**src/rtl/register_scoreboard_pkg.sv**
```systemverilog
// Shared definitions for the register scoreboard: register tag and data word
// types plus the index of the hardwired-zero register.
package register_scoreboard_pkg;

  localparam int TAG_W    = 5;
  localparam int WORD_W   = 32;
  localparam int NUM_REGS = 32;

  typedef logic [TAG_W-1:0]  tag_t;
  typedef logic [WORD_W-1:0] word_t;

  localparam tag_t REG_ZERO = '0;

endpackage

```
**src/rtl/scoreboard_counter.sv**
```systemverilog
// Per-register pending-write counter: saturating up/down with clear priority
// and detection of a decrement attempted at zero.
module scoreboard_counter #(
  parameter int MAX_COUNT = 3,
  parameter int CNT_W     = $clog2(MAX_COUNT + 1)
) (
  input  logic             clk_i,
  input  logic             rst_ni,
  input  logic             clear_i,
  input  logic             inc_i,
  input  logic             dec_i,
  output logic [CNT_W-1:0] cnt_o,
  output logic             underflow_o
);

  localparam logic [CNT_W-1:0] CNT_MAX = CNT_W'(MAX_COUNT);

  logic [CNT_W-1:0] cnt_q, cnt_d;
  logic             dec_ok;

  assign dec_ok      = dec_i && (cnt_q != '0);
  assign underflow_o = dec_i && (cnt_q == '0);
  assign cnt_o       = cnt_q;

  // A decrement at zero is dropped, so a simultaneous increment still counts.
  always_comb begin
    cnt_d = cnt_q;
    if (clear_i) begin
      cnt_d = '0;
    end else if (inc_i && !dec_ok && (cnt_q != CNT_MAX)) begin
      cnt_d = cnt_q + CNT_W'(1);
    end else if (dec_ok && !inc_i) begin
      cnt_d = cnt_q - CNT_W'(1);
    end
  end

  always_ff @(posedge clk_i or negedge rst_ni) begin
    if (!rst_ni) cnt_q <= '0;
    else         cnt_q <= cnt_d;
  end

endmodule

```
**src/rtl/register_scoreboard.sv**
```systemverilog
// Pending-write scoreboard gating issue into the pipeline: blocks RAW hazards
// and over-deep WAW chains, and tracks total in-flight writes and stall cycles.
module register_scoreboard
  import register_scoreboard_pkg::*;
#(
  parameter int MAX_INFLIGHT = 3,
  parameter int STALL_CNT_W  = 32
) (
  input  logic                   clock,
  input  logic                   reset_n,
  input  logic                   issue_valid,
  input  tag_t                   issue_rs1,
  input  tag_t                   issue_rs2,
  input  logic                   issue_uses_rs1,
  input  logic                   issue_uses_rs2,
  input  tag_t                   issue_rd,
  input  logic                   issue_writes_rd,
  output logic                   issue_ready,
  input  logic                   wb_valid,
  input  tag_t                   wb_rd,
  input  logic                   flush,
  output logic [7:0]             inflight_total,
  output logic                   underflow_error,
  output logic [STALL_CNT_W-1:0] stall_cycles
);

  localparam int               CNT_W    = $clog2(MAX_INFLIGHT + 1);
  localparam logic [CNT_W-1:0] CNT_FULL = CNT_W'(MAX_INFLIGHT);

  logic [CNT_W-1:0]    cnt [NUM_REGS];
  logic [NUM_REGS-1:0] under_vec;

  logic hazard_rs1, hazard_rs2, full_rd;
  logic fire, fire_w, wb_under, wb_dec;

  logic [7:0]             total_q, total_d;
  logic                   under_q, under_d;
  logic [STALL_CNT_W-1:0] stall_q, stall_d;

  assign cnt[0]       = '0;
  assign under_vec[0] = 1'b0;

  for (genvar r = 1; r < NUM_REGS; r++) begin : g_cnt
    scoreboard_counter #(
      .MAX_COUNT (MAX_INFLIGHT),
      .CNT_W     (CNT_W)
    ) u_cnt (
      .clk_i       (clock),
      .rst_ni      (reset_n),
      .clear_i     (flush),
      .inc_i       (fire_w && (issue_rd == tag_t'(r))),
      .dec_i       (wb_valid && (wb_rd == tag_t'(r))),
      .cnt_o       (cnt[r]),
      .underflow_o (under_vec[r])
    );
  end

  // Counters are read before this cycle's writeback: no same-cycle bypass.
  always_comb begin
    hazard_rs1  = issue_uses_rs1 && (issue_rs1 != REG_ZERO) && (cnt[issue_rs1] != '0);
    hazard_rs2  = issue_uses_rs2 && (issue_rs2 != REG_ZERO) && (cnt[issue_rs2] != '0);
    full_rd     = issue_writes_rd && (issue_rd != REG_ZERO) && (cnt[issue_rd] == CNT_FULL);
    issue_ready = !(hazard_rs1 || hazard_rs2 || full_rd);
    fire        = issue_valid && issue_ready;
    fire_w      = fire && issue_writes_rd && (issue_rd != REG_ZERO);
    wb_under    = |under_vec;
    wb_dec      = wb_valid && (wb_rd != REG_ZERO) && !wb_under;
  end

  always_comb begin
    total_d = flush ? '0 : (total_q + {7'd0, fire_w} - {7'd0, wb_dec});
    under_d = under_q | wb_under;
    stall_d = stall_q;
    if (issue_valid && !issue_ready && (stall_q != '1)) begin
      stall_d = stall_q + STALL_CNT_W'(1);
    end
  end

  always_ff @(posedge clock or negedge reset_n) begin
    if (!reset_n) begin
      total_q <= '0;
      under_q <= 1'b0;
      stall_q <= '0;
    end else begin
      total_q <= total_d;
      under_q <= under_d;
      stall_q <= stall_d;
    end
  end

  assign inflight_total  = total_q;
  assign underflow_error = under_q;
  assign stall_cycles    = stall_q;

endmodule

```
**config.mk**
```make
export PLATFORM = sky130hd
export DESIGN_NAME = register_scoreboard
export DESIGN_NICKNAME = d
export VERILOG_FILES = /design/src/rtl/register_scoreboard_pkg.sv /design/src/rtl/scoreboard_counter.sv /design/src/rtl/register_scoreboard.sv
export SDC_FILE = /design/constraint.sdc
export NUM_CORES = 1
export LEC_CHECK = 0
export BUFFER_PORTS_ARGS = -buffer_cell sky130_fd_sc_hd__buf_2
export CORE_UTILIZATION = 57
export CTS_BUF_LIST = sky130_fd_sc_hd__clkbuf_8
export CTS_CLUSTER_SIZE = 12
export DETAILED_ROUTE_END_ITERATION = 12
export GPL_TIMING_DRIVEN = 0
export PLACE_DENSITY_LB_ADDON = 0.12
export SYNTH_ARGS = -nofsm -noshare
export SYNTH_HDL_FRONTEND = slang
export SYNTH_SLANG_ARGS = --single-unit
```
**constraint.sdc**
```tcl
create_clock -name clock -period 4.1 [get_ports clock]
set_clock_uncertainty 0.2 [all_clocks]
set_input_delay 0.615 -clock clock [delete_from_list [all_inputs] [get_ports clock]]
set_output_delay 0.615 -clock clock [all_outputs]
set_load 0.01 [all_outputs]
```
==> flow_summary.json <==
{
  "outcome": "finished, violations left",
  "violations": "setup timing",
  "die-width_um": 121.0,
  "synth_edf_count": 0,
  "async_reset_ff_share_pct": 100.0,
  "rsz0062_at_grt": "yes",
  "cts_tree": "built",
  "cts-root-buf": "clkbuf_8",
  "synth.most_common_cell": "dfrtp_1",
  "die_area_um2": 14630,
  "hpwl_um": 21330,
  "clkLatencyLatePin_ps": 410,
  "setup_viol": 2,
  "ys.flop_type": "dfrtp_1",
  "rows": 43,
  "yosysSeqAreaShare_pct": 31.96,
  "h-tree-depth": 3,
  "criticalPathCategory": "input port to flip-flop",
  "tightest_slew_ps": 911.5,
  "start_kind": "input port",
  "cts_buffers": 9,
  "io_pins": 70,
  "fmax_mhz": 235.6,
  "synth_common_cells": "dfrtp_1 (103), nor2_1 (89), a21oi_1 (69), nand2_1 (69), nand3_1 (47)",
  "syn_to_final_growth_pct": 15.76,
  "start_util_pct": 58.33,
  "fill_cells": 1163,
  "worst_slack_ps": -144.6,
  "power_per_cell_area_nw_per_um2": 300.0,
  "power.total_mw": 2.801,
  "multi_input_area_um2": 5316,
  "wl_per_cell_um": 24.70,
  "core-area_um2": 13830,
  "fin_area_um2": 9336,
  "required_ps": 4200,
  "final_layout_size_suffix_gt1_share_pct": 25.19,
  "hold_path.class": "input port to asynchronous set/reset pin",
  "critPathArrivalTime_ps": 4350,
  "synth_cells": 928,
  "synth_area_um2": 8065,
  "place.gp.congestion": 1.025,
  "antenna_found_initial": 0,
  "synth_cell_type_count": 78,
  "antenna_left": 0,
  "relSlewSlack_pct": 39.23,
  "viasPerCell": 7.157,
  "finalCritPeriodShare_pct": 103.5,
  "yosys_warnings": 0,
  "crit_fanout": 10,
  "via_count": 8674,
  "finalMaxSlewViolations": 0,
  "maxCapViolCount": 0,
  "grt_usage_pct": 41.62,
  "holdWs_ps": 94.22,
  "endpoint_kind": "flip-flop",
  "clockBufferDepth": 2,
  "final_nets": 1065,
  "period_minus_slack_ps": 4245,
  "ir_drop_uv": 364.0,
  "ys_ff_latch": 103,
  "syn_avg_cell_area_um2": 8.691,
  "dr.first_iter.drc_count": 1084,
  "die_y_um": 121.0,
  "drtPass1Iterations": 5,
  "io_buffers": 64,
  "seq_area_um2": 2596,
  "p_leak_nw": 3.764,
  "diodes": 0,
  "hold_viol": 0,
  "overflow": 0,
  "grt_pass1_wl_um": 45440,
  "place_area_um2": 8688,
  "grt_max_degree": 66,
  "synth_top_area_share_pct": 31.96,
  "cts.sinks": 103,
  "synth_top_area_cell": "dfrtp_1",
  "yosys-top-cells-area": "dfrtp_1 (32%), mux4_2 (5.9%), a21oi_1 (4.3%)",
  "drt-total-wl_um": 29930,
  "grt_pass1_vias": 7992,
  "synth_nets": 966,
  "drc_errors": 0,
  "clkSlewWorstSetupHoldPaths_ps": 110
}
## path summary, 6_finish.rpt
path                                         start                  endpoint  slack (ps)  cells after the start
setup / recovery                          wb_rd[2]         inflight_total[7]        -140                     18
hold / removal                             reset_n  g_cnt[16].u_cnt.cnt_o[0]          90                      1
setup reg to reg           g_cnt[5].u_cnt.cnt_o[0]         inflight_total[7]         -80                     18
hold reg to reg                    underflow_error           underflow_error         280                      1
max in group asynchronous                  reset_n  g_cnt[29].u_cnt.cnt_o[1]        2890                      2
min in group clock                 underflow_error           underflow_error         280                      1
## area by class of cell
type | instances | share of cell area, %
Timing Repair Buffer | 92 | 5.843
Clock inverter | 7 | 1.045
Buffer | 60 | 3.699
Multi-Input combinational cell | 738 | 56.94
Tap cell | 180 | 2.412
Inverter | 23 | 0.9247
Clock buffer | 9 | 1.327
Sequential cell | 103 | 27.81
## report_power, final
group	total (mW)	internal, mW	switching (mW)
Clock	0.743	0.302	0.441
Sequential	1.14	1.07	0.0631
Combinational	0.923	0.381	0.543
Total	2.80	1.75	1.05
## routing by layer
layer  share of wire, %  routed length (um)  track usage (%)
met1                 39               11700            55.50
met2                 43               12890            62.43
met3                 12                3639            9.868
met4                5.7                1703            22.38
met5                  0                   0                0
## metrics by stage
step / worst slack [ps] / setup TNS [ps] / std cells / util, %
after floorplan: -442.7 / -958.7 / 928 / -
after global placement: -1236 / -6190 / 1172 / 62.67
after detailed placement: -1262 / -6512 / 1173 / 62.84
after CTS: -78.69 / -96.55 / 1204 / 66.84
after global routing: -251.5 / -567.5 / 1212 / 67.52
final: -144.6 / -282.4 / 1212 / 67.52
## cell usage in the layout, fill, tap and decap left out, types with 6 or more instances in the layout
cell type   n
dfrtp_1    88
buf_2      74
nor2_1     73
nand2_1    69
a21oi_1    66
nand3_1    46
nand4_1    37
buf_4      34
xor2_1     31
nor3_1     29
nor3b_1    29
clkbuf_1   27
a31oi_1    25
and2_1     23
mux4_2     21
inv_1      20
o21ai_0    19
dfrtp_2    15
a21o_1     14
nor2b_1    13
a311oi_1   12
nand2b_1   12
a211oi_1   12
a2111oi_2  12
nor2_2     11
a41oi_1    11
or2_2      10
o2111ai_1  10
nor4_2      9
clkbuf_8    9
mux2i_1     8
and3_1      7
o32ai_1     7
ha_1        7
nor2_4      6
or3_1       6
and4_1      6
a21boi_0    6
## sequential cells by signal, indices dropped and copies added, names as in the netlist
signal             cells
g_cnt.u_cnt.cnt_o     62
stall_cycles          32
inflight_total         8
underflow_error        1
## kinds of logic (layout without fill, tap and decap cells)
logic type,Yosys count,in the layout,share of synthesized area (%)
compound gates,244,244,22.14
xor+xnor,35,35,3.801
fa+ha+maj,10,10,1.644
buf+inv,87,191,4.949
flops,103,103,31.96
mux,36,36,7.834
simple gates,413,413,27.68
## repair_timing
| item | in CTS | in global routing |
|---|---|---|
| setup endpoints to repair | 8 | 4 |
| setup buffers | 20 | 10 |
| pin swaps | 21 | 12 |
| hold buffers | 0 | 0 |
| resized for setup | 67 | 9 |
| cloned | 0 | 0 |
## critical path, stage by stage
cell and delay [ps]:
buf_2 170, clkbuf_1 430, nor2b_1 540, nand2_1 250
nor3_1 320, a2111oi_1 100, nand4_1 200, a211oi_2 80
ha_4 320, inv_2 40, ha_4 140, a21o_1 160
a21oi_2 150, o21bai_1 90, a21oi_2 160, o21bai_1 80
a21oi_1 150, mux2_2 350
Note: power is estimated with default switching activity, not from simulation.
